`src/rtl/rgbw_frame_decoder.sv`:
```
// rgbw_frame_decoder
//   Assembles framed write commands from the SPI slave byte stream into four
//   8-bit colour registers (R, G, B, W) for the downstream PWM stage.
//   Frame: header {HDR_TAG, mask[3:0]} then R, G, B, W bytes. All enabled
//   channels commit together at frame end. The mask bits are bit3=R,
//   bit2=G, bit1=B and bit0=W.
//   Optional macro RGBW_FRAME_CHECKSUM_EN adds a sixth byte. That byte must
//   equal header^R^G^B^W, or the frame is rejected.
// Ports:
//   clk        system clock (shared with SPI slave)
//   reset      async active-low reset
//   cs         SPI chip select, active-low; high aborts/realigns framing
//   rdy, data  byte-ready level and received byte
//   red/green/blue/white  committed intensities (registered)
//   update     1-cycle pulse with newly committed values
//   frame_err  1-cycle pulse on rejected or aborted frame
module rgbw_frame_decoder #(
  parameter logic [3:0] HDR_TAG = 4'hA
) (
  input  logic       clk,
  input  logic       reset,
  input  logic       cs,
  input  logic       rdy,
  input  logic [7:0] data,
  output logic [7:0] red,
  output logic [7:0] green,
  output logic [7:0] blue,
  output logic [7:0] white,
  output logic       update,
  output logic       frame_err
);

  typedef enum logic [1:0] {HDR = 2'd0, DATA = 2'd1, IGNORE = 2'd2, CHK = 2'd3} state_t;

  state_t          state, state_n;
  logic            rdy_prev;
  logic [1:0]      idx, idx_n;
  logic [3:0]      mask, mask_n;
  logic [3:0][7:0] shadow, sh_n;
  logic            accept, commit, err;

  // rdy may stay high for several cycles; only its rising edge is a byte.
  assign accept = rdy & ~rdy_prev;

  always_comb begin
    state_n = state;
    idx_n   = idx;
    mask_n  = mask;
    sh_n    = shadow;
    commit  = 1'b0;
    err     = 1'b0;
    if (cs) begin
      // Deselect realigns framing and drops any byte arriving this cycle.
      state_n = HDR;
      idx_n   = 2'd0;
      mask_n  = 4'd0;
      err     = (state == DATA) || (state == CHK);
    end else if (accept) begin
      case (state)
        HDR: begin
          if (data[7:4] == HDR_TAG) begin
            mask_n  = data[3:0];
            idx_n   = 2'd0;
            state_n = DATA;
          end else begin
            err     = 1'b1;
            state_n = IGNORE;
          end
        end
        DATA: begin
          sh_n[idx] = data;
          idx_n     = idx + 2'd1;
          if (idx == 2'd3) begin
`ifdef RGBW_FRAME_CHECKSUM_EN
            state_n = CHK;
`else
            commit  = 1'b1;
            state_n = HDR;
`endif
          end
        end
`ifdef RGBW_FRAME_CHECKSUM_EN
        CHK: begin
          if (data == ({HDR_TAG, mask} ^ shadow[0] ^ shadow[1] ^ shadow[2] ^ shadow[3]))
            commit = 1'b1;
          else
            err = 1'b1;
          state_n = HDR;
        end
`endif
        IGNORE: state_n = IGNORE;
        default: state_n = HDR;
      endcase
    end
  end

  always_ff @(posedge clk or negedge reset) begin
    if (!reset) begin
      state     <= HDR;
      rdy_prev  <= 1'b0;
      idx       <= 2'd0;
      mask      <= 4'd0;
      shadow    <= '0;
      red       <= 8'h00;
      green     <= 8'h00;
      blue      <= 8'h00;
      white     <= 8'h00;
      update    <= 1'b0;
      frame_err <= 1'b0;
    end else begin
      state     <= state_n;
      rdy_prev  <= rdy;
      idx       <= idx_n;
      mask      <= mask_n;
      shadow    <= sh_n;
      update    <= commit;
      frame_err <= err;
      // sh_n is used so the W byte that arrives in the commit cycle is
      // included when no checksum stage exists.
      if (commit) begin
        if (mask[3]) red   <= sh_n[0];
        if (mask[2]) green <= sh_n[1];
        if (mask[1]) blue  <= sh_n[2];
        if (mask[0]) white <= sh_n[3];
      end
    end
  end

endmodule

```
`config.mk`:
```
export PLATFORM = sky130hd
export DESIGN_NAME = rgbw_frame_decoder
export DESIGN_NICKNAME = d
export VERILOG_FILES = /design/src/rtl/rgbw_frame_decoder.sv
export SDC_FILE = /design/constraint.sdc
export NUM_CORES = 1
export LEC_CHECK = 0
export BUFFER_PORTS_ARGS = -buffer_cell sky130_fd_sc_hd__buf_2
export CORE_MARGIN = 2
export CORE_UTILIZATION = 60
export DETAILED_ROUTE_END_ITERATION = 6
export PLACE_DENSITY = 0.93
export SETUP_SLACK_MARGIN = 0.05
export SLEW_MARGIN = 5
export SYNTH_ARGS = -nofsm -noshare
export SYNTH_HDL_FRONTEND = slang
export SYNTH_SLANG_ARGS = --single-unit
```
`constraint.sdc`:
```
create_clock -name clk -period 3.3 [get_ports clk]
set_input_delay 0.66 -clock clk [delete_from_list [all_inputs] [get_ports clk]]
set_output_delay 0.66 -clock clk [all_outputs]
set_load 0.1 [all_outputs]
```
After elaboration in Yosys (flattened, before gate mapping)
Index checks and enable logic that the tools add are counted.
{"block": "totals", "register_bits": 75, "input_bits": 12, "out_inout_bits": 34, "wordCells": 67}
{"block": "classes", "addsub": 1, "magnitude_cmp": 2, "n_eq_ne": 7, "muxes": 27, "n_bitwise": 2, "n_reduce_logical": 14}
{"op": "32-bit 2-to-1 mux", "count": 3}
{"op": "32-bit bitwise mux", "count": 1}
{"op": "8-bit demux with 2-bit select", "count": 1}
{"op": "4-bit 2-to-1 mux", "count": 4}
{"op": "2-bit 2-to-1 mux", "count": 7}
{"op": "2-bit AND reduction", "count": 5}
{"op": "1-bit 2-to-1 mux", "count": 8}
{"op": "8-bit 2-to-1 mux", "count": 1}
{"op": "2-bit equality test (second input constant)", "count": 3}
{"op": "2-bit one-hot mux with 3 select lines", "count": 1}
{"op": "3-bit AND reduction", "count": 2}
{"op": "2-bit nonzero test", "count": 3}
{"op": "4-bit equality test (second input constant)", "count": 1}
{"op": "2-bit one-hot mux with 2 select lines", "count": 1}
{"op": "2-bit by 3-bit < comparator with 1-bit output (second input constant)", "count": 1}
{"op": "3-bit by 2-bit != test with 1-bit output (second input constant)", "count": 1}
{"op": "3-bit != test (second input constant)", "count": 1}
{"op": "3-bit nonzero test", "count": 1}
{"op": "2-bit by 1-bit adder with 2-bit output (second input constant)", "count": 1}
{"op": "2-bit by 1-bit equality test with 1-bit output (second input constant)", "count": 1}
{"op": "2-bit by 1-bit >= comparator with 1-bit output (second input constant)", "count": 1}
{"op": "2-bit logical NOT", "count": 1}
{"op": "1-bit AND", "count": 1}
{"op": "1-bit logical AND", "count": 1}
{"op": "2 further kinds", "count": 2}

Depth between registers and ports, before layout
{"block": "logic_depth", "word_depth": 8, "ltp_mapped": 6, "mapped_depth_nobuf": 5}

Least setup slack after synthesis
OpenSTA, ideal clock, no wires.
{"block": "synth_timing", "path_kind": "input to register", "startpoint": "input port cs", "endpoint": "register blue[0]", "setup_ns": 0.133, "arrival_time_ns": 1.525, "required_ns": 3.167, "path_slack_ns": 1.643, "path_stages": 4, "n_path_buf": 1, "path_cell_list": "or3b_4 clkbuf_2 o21ai_0 a31oi_1"}
{"block": "synth_via", "elab_chain_cells": 2, "elab_cells_between_ends": 3, "cone_classes": "mux: 2; reduce/logical: 1"}
{"item": "start, declared", "line_no": "22", "rtl": "input logic cs,"}
{"item": "1-bit 2-to-1 mux", "line_no": "52", "rtl": "if (cs) begin"}
{"item": "2-bit AND reduction (no line)"}
{"item": "end signal, assigned", "line_no": "123", "rtl": "if (mask[1]) blue <= sh_n[2];"}
{"item": "end, declared", "line_no": "27", "rtl": "output logic [7:0] blue,"}
Several ways; a longest one is shown, not always the timed one.
A chain may end at the register's enable or synchronous reset.

Final worst setup path
{"block": "layout_timing", "startpoint": "register state[0]", "endpoint": "register white[0]"}
{"block": "layout_via", "elab_chain_cells": 5, "elab_cells_between_ends": 8, "cone_classes": "eq/ne: 1; mux: 6; reduce/logical: 1"}
{"item": "start, declared", "line_no": "35", "rtl": "state_t state, state_n;"}
{"item": "start signal, assigned", "line_no": "111", "rtl": "state <= state_n;"}
{"item": "2-bit by 1-bit equality test with 1-bit output (*)", "line_no": "59", "rtl": "case (state)"}
{"item": "1-bit 2-to-1 mux", "line_no": "59"}
{"item": "1-bit 2-to-1 mux", "line_no": "58", "rtl": "end else if (accept) begin"}
{"item": "1-bit 2-to-1 mux", "line_no": "52"}
{"item": "2-bit AND reduction (no line)"}
{"item": "end signal, assigned", "line_no": "124", "rtl": "if (mask[0]) white <= sh_n[3];"}
{"item": "end, declared", "line_no": "28", "rtl": "output logic [7:0] white,"}
Every way passes the cells marked *; elsewhere a longest branch is shown, timed or not.

==> impl_metrics.toml <==
[synth]
yosysWarnings = 0
ys_seq_area_frac = 0.571
synth_edf_count = 0
ys_seq_elements = 67
syn_nets = 288
ys_types = 35
synthCells = 272
synth_area_sq_um = 2930
async_flop_share = 1.00
ys.flop_type = "dfrtp_1"
postSynthAreaPerCell_sq_um = 10.8

[pwr]
power.density_nw_per_um2 = 475
ir_worst_vdd_v = 0.000362
clockPowerShare = 0.431
leakage_nw = 1.77
p_int_mw = 1.23
seq_power_share = 0.522
comb_power_share = 0.047
power_switching_mw = 0.363
total_power_mw = 1.60
switching_share = 0.227

[final_layout]
drive_above_1_share = 0.250
finish.utilization = 0.712
fin_cells = 383
final_area_sq_um = 3360
finalNetCount = 327
antennaDiodeCount = 0
syn2layout_area_growth_pct = 14.7

[die]
core_area_sq_um = 4720
dieHeight_um = 73.9
ios = 46
initial_core_util = 0.621
die_area_sq_um = 5470
die_w_um = 73.9
num_rows = 25

[cts]
ctsHoldBuffers = 0
h-tree-depth = 3
clk_pin_slew_ns = 0.07
cts_setup_buffers = 0
cts_buffers = 9
tritoncts = "done"
postCtsResizedCells = 0
cts_max_path_buffers = 2
clock_sinks = 67
root_buffer = "clkbuf_8"
clk-insertion-delay-late_ns = 0.35

[global_route]
antenna_found_initial = 0
grt_pass1_wl_mm = 11.6
grt_pass1_vias = 2425
grt_overflow = 0
track_usage = 0.288
grt_max_degree = 45

[sta]
rsz0062_at_grt = "false"
setup_ws_ns = 1.19
report.final.slew_viol_count = 0
fin_tns_setup_ns = 0
hold_violations = 0
fmax_ghz = 0.475
finClkSkew_ns = 0.00963
fin_crit_sh = 0.638
worst_pin_slew_ns = 0.749
setup_viol = 0
holdWs_ns = 0.283
timing.final.crit_period_ns = 2.11
slew_headroom = 0.500

[critical_path]
crit_path_max_incr_delay_ns = 0.62
cp-start-kind = "register"
crit_buf_inv = 1
rrSetupSlack_ns = 1.19
slowest_stage = "dfrtp_1"
cp_top_family = "simple AND/OR/NAND/NOR gates"
worstPathCellList = "nor2b_1 -> buf_4 -> nand4_4 -> mux2_2"
required_ns = 3.52
crit_type = "register to register"
end_kind = "register"
cp.arrival_ns = 2.33
crit_path_max_fanout = 15

[placement]
pre_cts_slack_ns = 0.984
dp.cells = 367
dp_hpwl_mm = 4.63
io_buffer_count = 45
gp_congestion = 0.887
placed_area_sq_um = 3160

[worst_hold_path]
min_path_type = "primary input to async pin"

[drt]
dr.pass1.iters = 4
drc = 0
avgRoutedWirePerCell_um = 18.3
vias_per_cell = 6.25
drtIter0Drc = 209
drt_wl_total_mm = 7.00
ant_nets = 0
num_vias = 2393

[flow_run]
maxCapViolations = 0

[status]
status = "finished clean"
-- worst register-to-register path: cells and delay by family (launching register included) --
kind	cells	cell delay, ns
buffers and inverters	1	0.28
flip-flops	1	0.62
multiplexers	1	0.34
AND/OR/NAND/NOR	2	0.76
-- power groups by stage --
| stage | Combinational [mW] | Sequential [mW] | Clock [mW] |
|---|---|---|---|
| 2_1_floorplan | 0.0329 | 0.850 | 0 |
| 3_3_place_gp | 0.0727 | 0.848 | 0 |
| 3_5_place_dp | 0.0746 | 0.849 | 0 |
| 4_1_cts | 0.0749 | 0.833 | 0.699 |
| 5_1_grt | 0.0819 | 0.834 | 0.735 |
| 6_report | 0.0749 | 0.833 | 0.689 |
-- final cells by class --
cell class / count / area [sq um]
clock buffers: 12 / 155
clock inverters: 4 / 48.8
fillers: 348 / 1360
inverters: 3 / 11.3
multi-input cells: 179 / 1120
flip-flops and latches: 67 / 1680
well taps: 67 / 83.8
repair buffers: 51 / 270
-- flip-flops by register name, indices dropped and copies added, names as in the netlist --
register   count
rdy_prev       1
frame_err      1
green          8
red            8
update         1
idx            2
blue           8
white          8
mask           4
state          2
shadow        24
-- cells by family (layout without fill, tap and decap cells) --
group	count (synthesis)	count (layout)	synth area share
compound gates	88	88	0.165
fa+ha+maj	4	4	0.0171
buf+inv	26	70	0.0473
flops	67	67	0.571
mux	8	8	0.0307
simple gates	79	79	0.168
-- final timing paths --
| path | start | end | cells past startpoint |
|---|---|---|---|
| worst max-delay path | state[0] | white[0] | 4 |
| worst max register to register | state[0] | white[0] | 4 |
| worst min-delay path | reset | red[6] | 1 |
| max in group asynchronous | reset | white[0] | 2 |
| min in group clk | shadow[18] | shadow[18] | 2 |
| worst min register to register | shadow[18] | shadow[18] | 2 |
-- placed cells by master (no fill, tap or decap), types with 4 or more instances in the layout --
cell type  netlist  layout
ha_1             4       4
nand4_1         24      24
buf_2            6      45
mux2_2           8       8
buf_4            4       6
dfrtp_1         67      67
a31oi_1         24      24
o21ai_0         27      27
nand3_1          4       4
nand2_1         26      26
a21oi_1         30      30
clkbuf_8         0      11
-- synthesized netlist by cell type, types with 3 or more instances --
library cell / n / area [sq um]
dfrtp_1: 67 / 1680
a21oi_1: 30 / 150
o21ai_0: 27 / 135
nand2_1: 26 / 97.6
a31oi_1: 24 / 150
nand4_1: 24 / 150
clkbuf_1: 8 / 30.0
mux2_2: 8 / 90.1
buf_2: 6 / 30.0
buf_4: 4 / 30.0
ha_1: 4 / 50.1
nand3_1: 4 / 20.0
and4b_1: 3 / 30.0
clkbuf_2: 3 / 15.0
inv_1: 3 / 11.3
nand3b_1: 3 / 22.5
o21ai_1: 3 / 15.0
-- metal layers --
layer  track usage  routed length [um]  share of wire
met1         0.377                2930           0.42
met5             0                   0              0
met3        0.0840                 554          0.079
met2         0.439                3360           0.48
met4         0.149                 159          0.023
Power figures use the tool's default switching activity.
